<file path="src/rtl/config_chain_tile.sv">
// Configuration tile with a segmented serial shadow chain.
// Bits are shifted into NUM_SEG shadow segments (any of which can be bypassed),
// and on commit the frame length and parity are checked before the shadow is
// copied into the active configuration. Tiles daisy-chain through cfg_in/cfg_out.
module config_chain_tile #(
   parameter int NUM_SEG = 2,
   parameter int SEG_W   = 7,
   parameter int CNT_W   = $clog2(NUM_SEG*SEG_W+1)+1
) (
   input  logic                     clk,
   input  logic                     rst,
   input  logic                     cfg_in,
   input  logic                     cfg_en,
   input  logic                     cfg_commit,
   input  logic                     cfg_parity,
   input  logic [NUM_SEG-1:0]       seg_bypass,
   output logic                     cfg_out,
   output logic [NUM_SEG*SEG_W-1:0] active_cfg,
   output logic                     busy,
   output logic                     cfg_done,
   output logic                     cfg_err
);

   localparam int TOT_W = NUM_SEG*SEG_W;

   typedef enum logic [1:0] {
      IDLE  = 2'd0,
      LOAD  = 2'd1,
      CHECK = 2'd2
   } state_e;

   state_e             state_q, state_d;
   logic [TOT_W-1:0]   shadow_q, shadow_d;
   logic [TOT_W-1:0]   active_q, active_d;
   logic [CNT_W-1:0]   cnt_q, cnt_d;
   logic               par_q, par_d;
   logic [NUM_SEG-1:0] byp_q, byp_d;
   logic               exp_par_q, exp_par_d;
   logic               done_q, done_d;
   logic               err_q, err_d;

   logic               shift_ok;
   logic               chain_out;
   logic [CNT_W-1:0]   exp_len;
   logic               frame_ok;

   // Shifting and committing are both ignored while the frame is being checked.
   assign shift_ok = cfg_en && (state_q != CHECK);

   // Shadow chain: walk the segments in order, feeding each live segment from the previous live MSB.
   always_comb begin
      logic src;
      // NOTE: every combinational output gets a default first so no path leaves it unassigned (no latch).
      shadow_d = shadow_q;
      src      = cfg_in;
      for (int k = 0; k < NUM_SEG; k++) begin
         if (!seg_bypass[k]) begin
            if (shift_ok) begin
               shadow_d[k*SEG_W +: SEG_W] = {shadow_q[k*SEG_W +: SEG_W-1], src};
            end
            src = shadow_q[k*SEG_W + SEG_W-1];
         end
      end
      chain_out = src;
   end

   // Frame check: the expected length counts only the segments live at commit time.
   always_comb begin
      exp_len = '0;
      for (int k = 0; k < NUM_SEG; k++) begin
         if (!byp_q[k]) begin
            exp_len = exp_len + CNT_W'(SEG_W);
         end
      end
      frame_ok = (cnt_q == exp_len) && (par_q == exp_par_q);
   end

   // Control FSM with counter, parity accumulator, apply and status flags.
   always_comb begin
      state_d   = state_q;
      cnt_d     = cnt_q;
      par_d     = par_q;
      byp_d     = byp_q;
      exp_par_d = exp_par_q;
      active_d  = active_q;
      done_d    = 1'b0;
      err_d     = err_q;
      case (state_q)
         CHECK: begin
            state_d = IDLE;
            cnt_d   = '0;
            par_d   = 1'b0;
            if (frame_ok) begin
               for (int k = 0; k < NUM_SEG; k++) begin
                  if (!byp_q[k]) begin
                     active_d[k*SEG_W +: SEG_W] = shadow_q[k*SEG_W +: SEG_W];
                  end
               end
               done_d = 1'b1;
               err_d  = 1'b0;
            end else begin
               err_d = 1'b1;
            end
         end
         default: begin
            if (cfg_en) begin
               // Saturate so an overlong frame can never wrap back to a legal length.
               if (!(&cnt_q)) begin
                  cnt_d = cnt_q + CNT_W'(1);
               end
               par_d = par_q ^ cfg_in;
               err_d = 1'b0;
               if (state_q == IDLE) begin
                  state_d = LOAD;
               end
            end
            if (cfg_commit) begin
               state_d   = CHECK;
               byp_d     = seg_bypass;
               exp_par_d = cfg_parity;
            end
         end
      endcase
   end

   // State registers; reset aborts any frame and clears the applied configuration.
   always_ff @(posedge clk or posedge rst) begin
      if (rst) begin
         state_q   <= IDLE;
         shadow_q  <= '0;
         active_q  <= '0;
         cnt_q     <= '0;
         par_q     <= 1'b0;
         byp_q     <= '0;
         exp_par_q <= 1'b0;
         done_q    <= 1'b0;
         err_q     <= 1'b0;
      end else begin
         // NOTE: non-blocking assignments so every register samples pre-edge values.
         state_q   <= state_d;
         shadow_q  <= shadow_d;
         active_q  <= active_d;
         cnt_q     <= cnt_d;
         par_q     <= par_d;
         byp_q     <= byp_d;
         exp_par_q <= exp_par_d;
         done_q    <= done_d;
         err_q     <= err_d;
      end
   end

   assign cfg_out    = chain_out;
   assign active_cfg = active_q;
   assign busy       = (state_q == CHECK);
   assign cfg_done   = done_q;
   assign cfg_err    = err_q;

endmodule

</file>
<file path="config.mk">
export PLATFORM = sky130hd
export DESIGN_NAME = config_chain_tile
export DESIGN_NICKNAME = d
export VERILOG_FILES = /design/src/rtl/config_chain_tile.sv
export SDC_FILE = /design/constraint.sdc
export NUM_CORES = 1
export LEC_CHECK = 0
export CAP_MARGIN = 10
export CELL_PAD_IN_SITES_DETAIL_PLACEMENT = 0
export CELL_PAD_IN_SITES_GLOBAL_PLACEMENT = 2
export CORE_ASPECT_RATIO = 0.8
export CORE_UTILIZATION = 30
export CTS_BUF_LIST = sky130_fd_sc_hd__clkbuf_16
export DETAILED_ROUTE_END_ITERATION = 10
export GPL_TIMING_DRIVEN = 0
export MAX_ROUTING_LAYER = met4
export PLACE_DENSITY = 0.63
export SYNTH_ARGS = -nofsm -noshare
export SYNTH_HDL_FRONTEND = slang
export SYNTH_SLANG_ARGS = --single-unit
</file>
<file path="constraint.sdc">
create_clock -name clk -period 6.9 [get_ports clk]
set_clock_uncertainty 0.2 [all_clocks]
set_input_delay 1.38 -clock clk [delete_from_list [all_inputs] [get_ports clk]]
set_output_delay 1.38 -clock clk [all_outputs]
set_load 0.02 [all_outputs]
</file>
==> results of run 1 <==
==> layout by cell type, fill, tap and decap left out, drive strengths merged, types with 2 or more instances in the layout <==
master	instances
clkbuf	6
inv	6
nor3	2
nand2	5
ha	4
nor2	10
xor2	3
dfrtp	41
nand2b	2
xnor2	4
nand3b	2
mux2i	3
a21oi	3
clkdlybuf4s50	25
mux2	31
==> worst paths after layout <==
| path | to | startpoint | cells past startpoint |
|---|---|---|---|
| worst max-delay path | cfg_out | seg_bypass[0] | 4 |
| worst min-delay path | active_cfg[12] | active_cfg[12] | 1 |
| worst max register to register | active_cfg[9] | byp_q[0] | 5 |
| worst min register to register | active_cfg[12] | active_cfg[12] | 1 |
| max in group asynchronous | cfg_err | rst | 2 |
| min in group asynchronous | active_cfg[7] | rst | 2 |
==> area by class of cell <==
cell class | count | area (um^2)
Fill cell | 532 | 3270
Sequential cell | 41 | 1030
Multi-Input combinational cell | 76 | 668
Timing Repair Buffer | 25 | 250
Clock buffer | 5 | 125
Tap cell | 78 | 97.6
Clock inverter | 3 | 37.5
Inverter | 5 | 18.8
Buffer | 1 | 3.75
==> flip-flops by register name, summed over array words and instances, names as in the netlist <==
name and flops:
active_cfg 14, byp_q 2, cfg_done 1, cfg_err 1, cnt_q 5, exp_par_q 1, par_q 1, shadow_q 14
state_q 2
==> routing by layer <==
layer	part of all wire, %	GRT usage, %	vias up
met2	42	14.9	24
met4	0	2.22	0
met1	53	16.5	511
li1	-	-	486
met5	0	-	-
met3	4.8	4.17	0
==> power groups by stage <==
stage,sequential [mW],clock [mW],combinational [mW]
2_1_floorplan,0.386,0,0.110
4_1_cts,0.367,0.263,0.214
5_1_grt,0.377,0.274,0.228
3_5_place_dp,0.371,0,0.212
6_report,0.367,0.254,0.210
3_3_place_gp,0.368,0,0.211
==> per-stage QoR <==
step	hold slack, ns	total power [mW]	setup WS, ns
global placement	0.286	0.579	2.44
finish	0.305	0.831	2.47
global route	0.321	0.880	2.39
CTS	0.308	0.843	2.43
detailed placement	0.295	0.583	2.43
floorplan	0.262	0.495	3.46
==> logic make-up (layout without fill, tap and decap cells) <==
kind of cell               Yosys count  count (layout)  share of synthesized area (%)
DFF                                 41              41                           59.8
muxes                               34              34                           22.1
and+or+nand+nor                     26              26                           8.67
xor gates and xnor gates             7               7                           3.57
buffers and inverters                6              39                           1.31
AOI/OAI and AO/OA                    5               5                           1.68
adders and majority gates            4               4                           2.92
==> run summary, run 1 <==
CTS H-tree lvls = 2
Cell Chain, Critical Path = clkdlybuf4s50_1 -> mux2i_1 -> a21oi_1 -> clkdlybuf4s50_1
Num rows = 24
Yosys warning total = 0
Post-synthesis sequential area ratio = 59.8%
Status = complete, no violations
Die height = 69.7 um
Gpl congestion = 0.691
Vias in the first global route = 976
Antenna diodes = 0
DRT Pass-1 Iters = 4
Layout cells sized above 1 = 25.6%
Avg Inst Size Synth = 14.0 um^2
Leakage Power = 1.03 nW
Crit Path Category = input pin to output pin
Gr ovfl total = 0
Worst skew pair latency = 0.28 ns
Clock Tree Buf Depth = 2
Routed Wire Length = 3.02 mm
Power Density = 373 nW/um^2
P_sw = 0.233 mW
CTS tree = built
Post-Syn Nets = 135
Detailed placer's ending HPWL = 2.13 mm
Slowest cell on the critical path = clkdlybuf4s50_1
Max FO, Critical Path = 3
Gr usage total = 11.3%
DP Area = 2060 um^2
Residual DRC = 0
Comb pwr share = 25.2%
First-pass GRT wire length = 5.02 mm
Clk sinks = 41
Layout net count = 167
Num CTS Buffers = 5
Initial antenna violation count = 0
Flop pwr share = 44.2%
CP bufs+invs = 2
Fin util = 40.5%
Final Setup Violations = 0
Synth Instances = 123
Unrepaired setup endpoints after global routing = false
Setup crit end kind = output pin
Die Wd = 86.6 um
Library cells used by synthesis = 21
Placed insts = 226
Cell mode on critical path = clkdlybuf4s50_1
Setup TNS = 0 ns
Largest net degree at the start of global routing = 42
Most area-consuming cells after synthesis = dfrtp_1 (60%), mux2_2 (20%), ha_1 (2.9%), nor2_1 (2.2%), xnor2_1 (2.0%)
Least-Margin Pin Slew = 0.848 ns
Final hold vios = 0
CP Data Arrival Time = 2.85 ns
Clock slew at reported path FFs = 0.06 ns
Dominant cell by count in the synthesized netlist = dfrtp_1
Async SR Flop Fraction = 100%
Clk pwr share = 30.6%
Final instance area = 2230 um^2
DIE AREA = 6030 um^2
Antenna viol nets, final = 0
Worst min-delay path class = register to register
Vias/cell = 4.36
Switching Fraction = 28.0%
Period utilisation layout = 64.3%
Worst vdd ir = 183 uV
Via count = 1,021
Largest stage delay, worst path = 0.54 ns
Seq cells post-synth = 41
Number of flops mapped to enable cells by yosys = 0
Commonest cells post-synth = dfrtp_1 (41), mux2_2 (31), nor2_1 (10)
Register-to-register setup slack = 4.43 ns
Leading area contributor after synthesis = dfrtp_1
Layout Cells excl Fill = 234
Top_reg_cell synth = dfrtp_1
Worst Path Required = 5.32 ns
Post-CTS Setup Repair Bufs = 0
Ports = 26
Initial core utilization = 31.2%
Clock root buffer = clkbuf_16
Post-cts hold buffer count = 0
Area growth syn-to-layout = 29.7%
CP startpoint kind = input pin
Placeable Area = 5500 um^2
DR iter-0 viols = 55
Yosys top cell area share = 59.8%
Post_cts resized = 0
Syn Std Cell Area = 1720 um^2
I/O Buffers = 25
Largest delay share family, worst path = buffers and inverters
Slew HR = 43.4%
Max Clock Freq = 0.226 GHz
DR WL/cell = 12.9 um
Slew Viols, Final = 0
Max Cap Violations = 0
Final Critical Period = 4.43 ns
Int Pwr = 0.598 mW
(Power assumes the default switching activity.)
==> run 2: changes to the inputs <==
==> constraint.sdc (replaced) <==
create_clock -name clk -period 4.6 [get_ports clk]
set_clock_uncertainty 0.2 [all_clocks]
set_input_delay 0.92 -clock clk [delete_from_list [all_inputs] [get_ports clk]]
set_output_delay 0.92 -clock clk [all_outputs]
set_load 0.02 [all_outputs]
==> results of run 2 <==
Same layout as run 1 (identical final DEF). Status: complete, no violations.
Main changes from that run: setup slack after placement 2.43 ns -> 1.05 ns; setup slack after layout 2.47 ns -> 1.09 ns; register-to-register setup slack 4.43 ns -> 2.13 ns; total power 0.831 mW -> 1.25 mW; worst IR drop on VDD 183 uV -> 275 uV
==> run 3: changes to the inputs <==
==> constraint.sdc (replaced) <==
create_clock -name clk -period 3.35 [get_ports clk]
set_clock_uncertainty 0.2 [all_clocks]
set_input_delay 0.67 -clock clk [delete_from_list [all_inputs] [get_ports clk]]
set_output_delay 0.67 -clock clk [all_outputs]
set_load 0.02 [all_outputs]
==> results of run 3 <==
Same layout as run 1 (identical final DEF). Status: complete, no violations.
Main changes from that run: setup slack after placement 2.43 ns -> 0.301 ns; setup slack after layout 2.47 ns -> 0.337 ns; register-to-register setup slack 4.43 ns -> 0.88 ns; total power 0.831 mW -> 1.71 mW; worst IR drop on VDD 183 uV -> 377 uV
